[src/rtl/sr_latch_sequencer.sv]
// Sequencer that drives a gated SR latch through setup / enable pulse / hold
// phases and then verifies the latch readback, reporting done/err.
//
// state    | meaning
// ---------+-----------------------------------------------------------
// IDLE     | waiting for a command, cmd_ready high, C/S/R low
// SETUP    | S or R asserted with C low, data settling before the pulse
// PULSE    | C high, S/R unchanged, latch is written
// HOLD     | C low again, S/R still stable after the enable falls
// CHECK    | one cycle: done high, err from readback, q_state update
module sr_latch_sequencer #(
    parameter int SETUP_CYC = 1,
    parameter int PULSE_CYC = 2,
    parameter int HOLD_CYC  = 1
) (
    input  logic       clk,
    input  logic       rst,
    input  logic       cmd_valid,
    input  logic [1:0] cmd_op,
    output logic       cmd_ready,
    output logic       C,
    output logic       S,
    output logic       R,
    input  logic       q_in,
    input  logic       qp_in,
    output logic       done,
    output logic       err,
    output logic       q_state
);

    localparam logic [2:0] ST_IDLE  = 3'd0;
    localparam logic [2:0] ST_SETUP = 3'd1;
    localparam logic [2:0] ST_PULSE = 3'd2;
    localparam logic [2:0] ST_HOLD  = 3'd3;
    localparam logic [2:0] ST_CHECK = 3'd4;

    localparam logic [1:0] OP_READ  = 2'b00;
    localparam logic [1:0] OP_SET   = 2'b01;
    localparam logic [1:0] OP_RESET = 2'b10;
    localparam logic [1:0] OP_ILL   = 2'b11;

    // Terminal counts; each phase counter starts at 0 on entry.
    localparam logic [7:0] SETUP_LAST = 8'(SETUP_CYC - 1);
    localparam logic [7:0] PULSE_LAST = 8'(PULSE_CYC - 1);
    localparam logic [7:0] HOLD_LAST  = 8'(HOLD_CYC - 1);

    logic [2:0] state;
    logic [2:0] state_nxt;
    logic [7:0] cnt;
    logic [1:0] op_q;
    logic       accept;
    logic       phase_last;
    logic       is_set;
    logic       is_rst;
    logic       drive_phase;

    assign cmd_ready = (state == ST_IDLE) && !rst;
    assign accept    = cmd_valid && cmd_ready;

    assign is_set      = (op_q == OP_SET);
    assign is_rst      = (op_q == OP_RESET);
    assign drive_phase = (state == ST_SETUP) || (state == ST_PULSE) || (state == ST_HOLD);

    // Terminal-count detect for the currently timed phase.
    always_comb begin
        phase_last = 1'b0;
        case (state)
            ST_SETUP: phase_last = (cnt == SETUP_LAST);
            ST_PULSE: phase_last = (cnt == PULSE_LAST);
            ST_HOLD:  phase_last = (cnt == HOLD_LAST);
            default:  phase_last = 1'b0;
        endcase
    end

    // Next-state decode; read and illegal ops skip straight to CHECK.
    always_comb begin
        state_nxt = state;
        case (state)
            ST_IDLE: begin
                if (accept) begin
                    if ((cmd_op == OP_SET) || (cmd_op == OP_RESET)) begin
                        state_nxt = ST_SETUP;
                    end else begin
                        state_nxt = ST_CHECK;
                    end
                end
            end
            ST_SETUP: if (phase_last) state_nxt = ST_PULSE;
            ST_PULSE: if (phase_last) state_nxt = ST_HOLD;
            ST_HOLD:  if (phase_last) state_nxt = ST_CHECK;
            ST_CHECK: state_nxt = ST_IDLE;
            default:  state_nxt = ST_IDLE;
        endcase
    end

    // Latch-side outputs are pure state decode, so C can only rise in PULSE
    // and S/R are mutually exclusive by construction of the registered op.
    always_comb begin
        C    = (state == ST_PULSE);
        S    = drive_phase && is_set;
        R    = drive_phase && is_rst;
        done = (state == ST_CHECK);
        err  = (state == ST_CHECK) &&
               ((op_q == OP_ILL) ||
                (q_in == qp_in) ||
                (is_set && (q_in != 1'b1)) ||
                (is_rst && (q_in != 1'b0)));
    end

    // State, phase counter, captured op and verified latch value.
    always_ff @(posedge clk) begin
        if (rst) begin
            state   <= ST_IDLE;
            cnt     <= 8'd0;
            op_q    <= OP_READ;
            q_state <= 1'b0;
        end else begin
            state <= state_nxt;
            if ((state_nxt != state) || !drive_phase) begin
                cnt <= 8'd0;
            end else begin
                cnt <= cnt + 8'd1;
            end
            if (accept) begin
                op_q <= cmd_op;
            end
            if ((state == ST_CHECK) && !err) begin
                q_state <= q_in;
            end
        end
    end

endmodule

[config.mk]
export PLATFORM = sky130hd
export DESIGN_NAME = sr_latch_sequencer
export DESIGN_NICKNAME = d
export VERILOG_FILES = /design/src/rtl/sr_latch_sequencer.sv
export SDC_FILE = /design/constraint.sdc
export NUM_CORES = 1
export LEC_CHECK = 0
export CORE_MARGIN = 2
export CORE_UTILIZATION = 40
export CTS_CLUSTER_DIAMETER = 30
export DETAILED_ROUTE_END_ITERATION = 8
export DONT_BUFFER_PORTS = 1
export GPL_TIMING_DRIVEN = 0
export HOLD_SLACK_MARGIN = 0.12
export PLACE_DENSITY = 0.62
export SETUP_SLACK_MARGIN = 0.02
export SKIP_CTS_REPAIR_TIMING = 1
export SLEW_MARGIN = 30
export SYNTH_ARGS = -nofsm -noshare
export SYNTH_HDL_FRONTEND = slang
export SYNTH_SLANG_ARGS = --single-unit
export TNS_END_PERCENT = 5
[constraint.sdc]
create_clock -name clk -period 1.7 [get_ports clk]
set_input_delay 0.34 -clock clk [delete_from_list [all_inputs] [get_ports clk]]
set_output_delay 0.34 -clock clk [all_outputs]
set_load 0.005 [all_outputs]
==> results of run 1 <==
==> power breakdown <==
| group | internal (uW) | total (uW) | switching, uW |
|---|---|---|---|
| sequential | 358 | 389 | 30.5 |
| combinational | 125 | 276 | 151 |
| clock | 81.8 | 173 | 90.9 |
==> state kept, by name, summed over array words and instances, names as in the netlist <==
| name | count |
|---|---|
| q_state | 1 |
| op_q | 2 |
| cnt | 8 |
| state | 3 |
==> Yosys cell counts (2+ instances only) <==
master / number
a21o_1: 2
a21oi_1: 2
dfxtp_1: 14
ha_1: 3
inv_1: 4
mux2i_1: 2
nand2_1: 3
nand3_1: 2
nor2_1: 11
nor3_1: 4
nor3b_1: 3
nor4b_1: 2
xnor2_1: 4
xor2_1: 5
==> metal layers <==
layer,global-route usage,part of all wire
met1,0.1663,0.49
met2,0.1676,0.45
met3,0.07547,0.042
met5,0,0
met4,0.04865,0.012
==> worst max-delay path: cells and delay by family (launching register included) <==
kind | cells | cell delay (ns)
flip-flops | 1 | 0.46
AND/OR/NAND/NOR | 2 | 0.48
==> per-stage QoR <==
stage               total power, uW  cells    util  cell area (um^2)  worst slack [ns]
finish                        837.2    107  0.4624             815.8            0.1529
global route                  900.2    107  0.4624             815.8           0.02165
CTS                           853.0    107  0.4624             815.8            0.1318
detailed placement            673.3    104  0.4496             793.3            0.2050
global placement              667.2    104  0.4496             793.3            0.2312
floorplan                     628.7     79       -             762.0            0.3087
==> cells by family after synthesis <==
family	synth area share
simple gates	0.2677
xor+xnor	0.1034
mux	0.02627
buf+inv	0.05582
fa+ha+maj	0.04927
compound gates	0.1297
flops	0.3678
==> path summary, 6_finish.rpt <==
check	to	startpoint
worst max-delay path	R	state[0]$_SDFF_PP0_
worst min-delay path	op_q[1]$_SDFFE_PP0P_	cmd_op[1]
worst max register to register	cnt[2]$_SDFF_PP0_	cnt[2]$_SDFF_PP0_
worst min register to register	cnt[7]$_SDFF_PP0_	cnt[7]$_SDFF_PP0_
==> area by class of cell <==
| class | count | area (um^2) | area share |
|---|---|---|---|
| sequential | 14 | 280.3 | 0.3436 |
| multi-input combinational | 57 | 439.2 | 0.5383 |
| tap | 25 | 31.28 | 0.03834 |
| buffer | 4 | 27.53 | 0.03374 |
| clock buffer | 3 | 22.52 | 0.02761 |
| inverter | 4 | 15.01 | 0.01840 |
==> layout by cell type (no fill, tap or decap) <==
cell type  instances
a2111oi_4          1
a211oi_1           1
a21o_1             2
a21oi_1            2
a2bb2oi_1          1
a311oi_1           1
a31oi_1            1
and2_2             1
and3_1             1
and3_2             1
and4_2             1
buf_2              1
buf_4              1
buf_6              1
clkbuf_1           1
clkbuf_4           3
dfxtp_1           14
ha_1               3
inv_1              4
mux2i_1            2
nand2_1            3
nand3_1            2
nand3_2            1
nand4_1            1
nor2_1            11
nor3_1             4
nor3b_1            3
nor4_2             1
nor4_4             1
nor4b_1            2
o221ai_2           1
xnor2_1            4
xor2_1             5
==> flow_metrics.py, run 1 <==
metrics = {
    "routing": {
        "routed_wl_mm": 1.258,
        "drt_iter0_markers": 3,
        "route.detailed.drc": 0,
        "route.antenna.remaining_nets": 0,
        "wire_per_inst_um": 11.76,
        "first_pass_iters": 4,
        "via_per_inst": 5.243,
        "vias": 561,
    },
    "synth": {
        "yosysUniqueCellTypes": 32,
        "post-synth-top-area-cell": "dfxtp_1",
        "synth.net_count": 89,
        "synth-seq-cells": 14,
        "postSynthCellCount": 79,
        "synth-seq-area-share": 0.3678,
        "synth_area_leaders": "dfxtp_1 37%, xor2_1 5.7%, nor2_1 5.4%",
        "synth_edf_count": 0,
        "ys_async_sr_fraction": 0,
        "synth_top_area_share": 0.3678,
        "yosysWarnings": 0,
        "synth_area_per_cell_um2": 9.645,
        "synthFlopType": "dfxtp_1",
        "synth_area_um2": 762.0,
    },
    "timing": {
        "finClkSkew_ns": 0.0007499,
        "slew_headroom": 0.7014,
        "whs_ns": 0.2193,
        "min_period_ns": 1.547,
        "maxSlewViolCount": 0,
        "post-route-period-util": 0.9101,
        "worst_slew_pin_slew_ns": 0.4480,
        "rsz0062_at_grt": "false",
        "hold_viol": 0,
        "setup_viol": 0,
        "setup_tns_ns": 0,
        "max_freq_mhz": 646.4,
    },
    "grt": {
        "antenna_found_initial": 0,
        "track_usage": 0.1263,
        "grt-ovfl-total": 0,
        "grt_max_degree": 10,
        "grt_pass1_vias": 473,
        "grt_first_pass_wirelength_mm": 1.938,
    },
    "critical_path": {
        "slowest_delay_ns": 0.46,
        "path_class": "reg -> out",
        "r2r_cells": 4,
        "crit_chain": "nor2_1 -> nor4b_1",
        "r2r_slack_ns": 0.21,
        "worstPathArrival_ns": 1.21,
        "cp_max_fo": 6,
        "cp_slowest_cell": "dfxtp_1",
        "crit_path_end_kind": "output pin",
        "cp.required_ns": 1.36,
        "start_kind": "flip-flop",
    },
    "clock_network": {
        "cts_made_buffers": 3,
        "clock_sinks": 14,
        "clk_pin_slew_ns": 0.07,
        "htreeDepth": 1,
        "cts_tree": "built",
        "insertion_delay_ns": 0.27,
        "cts_buffer_depth": 2,
        "clock-root-buffer": "clkbuf_4",
    },
    "worst_hold_path": {
        "holdPathStages": 2,
        "hold_path_class": "in -> reg",
    },
    "layout": {
        "drive_gt1_frac": 0.1707,
        "diodes": 0,
        "nets": 94,
        "fillCellCount": 189,
        "area_delta_synth_final_pct": 7.061,
    },
    "die": {
        "start_util": 0.4319,
        "pin_count": 14,
        "rows": 15,
        "coreArea_um2": 1764,
        "die_h_um": 47.65,
        "dieWidth_um": 47.65,
        "die-area_um2": 2270,
    },
    "status": {
        "outcome": "finished, final reports clean",
    },
    "flow_run": {
        "cap_violations": 0,
    },
    "place": {
        "dp_hpwl_mm": 1.012,
        "io_buffers": 0,
        "routabilityCongestion": 0.7095,
    },
    "power_and_ir_drop": {
        "power.density_nw_per_um2": 1026,
        "leakagePower_uw": 0.0003000,
        "ir_drop_mv": 0.4783,
    },
}
(Power assumes the default switching activity.)
==> run 2, diff against run 1 <==
CAP_MARGIN = 20   (was default)
clock period = 1.6 ns   (was 1.7 ns; I/O delays follow)
==> flow_metrics.py, run 2 (same netlist as run 1, synthesis figures left out) <==
metrics = {
    "power_and_ir_drop": {
        "leakagePower_uw": 0.0003014,
        "power.density_nw_per_um2": 1091,
        "total_power_uw": 899.7,
        "ir_drop_mv": 0.5081,
    },
    "timing": {
        "max_freq_mhz": 671.7,
        "maxSlewViolCount": 0,
        "hold_viol": 0,
        "slew_headroom": 0.7009,
        "min_period_ns": 1.489,
        "worst_slew_pin_slew_ns": 0.4486,
        "fin_ws_ns": 0.1113,
        "setup_tns_ns": 0,
        "post-route-period-util": 0.9305,
        "rsz0062_at_grt": "true",
        "setup_viol": 0,
        "finClkSkew_ns": 0.0007489,
    },
    "clock_network": {
        "cts_tree": "built",
        "insertion_delay_ns": 0.27,
        "clock_sinks": 14,
        "cts_made_buffers": 3,
        "htreeDepth": 1,
        "cts_buffer_depth": 2,
        "clock-root-buffer": "clkbuf_4",
        "clk_pin_slew_ns": 0.07,
    },
    "layout": {
        "area_delta_synth_final_pct": 8.210,
        "nets": 94,
        "seq_area_um2": 280.3,
        "layout_common_cells": "14 x dfxtp_1, 10 x nor2_1, 5 x xor2_1",
        "fin_util": 0.4674,
        "multi_input_area_um2": 447.9,
        "final_area_um2": 824.5,
        "mostFrequentLayoutCell": "dfxtp_1",
        "fillCellCount": 190,
        "drive_gt1_frac": 0.1951,
        "largest_reg_flops": 8,
        "top_register": "cnt",
        "diodes": 0,
        "top_regs": "cnt (8), state (3), op_q (2)",
    },
    "place": {
        "io_buffers": 0,
        "postPlaceCellArea_um2": 793.3,
        "dp_hpwl_mm": 1.012,
        "routabilityCongestion": 0.7095,
        "dp_slack_ns": 0.1050,
    },
    "die": {
        "die-area_um2": 2270,
        "pin_count": 14,
        "die_h_um": 47.65,
        "dieWidth_um": 47.65,
        "start_util": 0.4319,
        "coreArea_um2": 1764,
        "rows": 15,
    },
    "routing": {
        "first_pass_iters": 4,
        "drt_iter0_markers": 3,
        "wire_per_inst_um": 11.75,
        "route.antenna.remaining_nets": 0,
        "route.detailed.drc": 0,
        "routed_wl_mm": 1.257,
        "via_per_inst": 5.187,
        "vias": 555,
    },
    "status": {
        "outcome": "finished, final reports clean",
    },
    "critical_path": {
        "path_class": "reg -> reg",
        "critPathLaunch": "cnt[2]$_SDFF_PP0_",
        "crit_path_end_kind": "flip-flop",
        "cp.required_ns": 1.74,
        "start_kind": "flip-flop",
        "cp_max_fo": 8,
        "slowest_delay_ns": 0.39,
        "crit_chain": "nor4_4 -> a31oi_1 -> o221ai_2 -> nor3_1",
        "crit_buf_inv": 0,
        "r2r-start": "cnt[2]$_SDFF_PP0_",
        "worstPathArrival_ns": 1.63,
        "crit_family": "compound AO/OA/AOI/OAI gates",
        "cp_slowest_cell": "o221ai_2",
    },
    "grt": {
        "antenna_found_initial": 0,
        "track_usage": 0.1263,
        "grt_pass1_vias": 473,
        "grt_first_pass_wirelength_mm": 1.938,
        "grt-ovfl-total": 0,
        "grt_max_degree": 10,
    },
    "worst_hold_path": {
        "min-delay-start": "cmd_op[1]",
        "hold_path_class": "in -> reg",
    },
    "flow_run": {
        "cap_violations": 0,
    },
}
==> run 2: metal layers <==
metal | GRT usage | part of all wire | up-vias
li1 | - | - | 285
met1 | 0.1663 | 0.50 | 260
met2 | 0.1676 | 0.45 | 8
met3 | 0.07547 | 0.042 | 2
met4 | 0.04865 | 0.012 | 0
met5 | 0 | 0 | -
==> run 2: through the flow <==
stage | std cells | hold WS [ns]
after global routing | 107 | 0.2205
final | 107 | 0.1992
after floorplan | 79 | 0.4639
after CTS | 107 | 0.1905
after global placement | 104 | 0.4689
after detailed placement | 104 | 0.4791
==> run 2: cell type report <==
type | count | area share
plain buffers | 4 | 0.03338
clock buffers | 3 | 0.02731
inverters | 4 | 0.01821
multi-input cells | 57 | 0.5432
flip-flops and latches | 14 | 0.3399
well taps | 25 | 0.03794
==> run 2: worst paths after layout <==
path                                             end  cells after the start  slack [ns]
worst max-delay path               cnt[2]$_SDFF_PP0_                      4        0.11
worst min-delay path            op_q[1]$_SDFFE_PP0P_                      2        0.20
worst max register to register     cnt[2]$_SDFF_PP0_                      4        0.11
worst min register to register     cnt[7]$_SDFF_PP0_                      2        0.52
==> run 2: power breakdown <==
group	switching (uW)	internal, uW
logic	166	136
clock network	96.6	86.9
registers	33.6	381
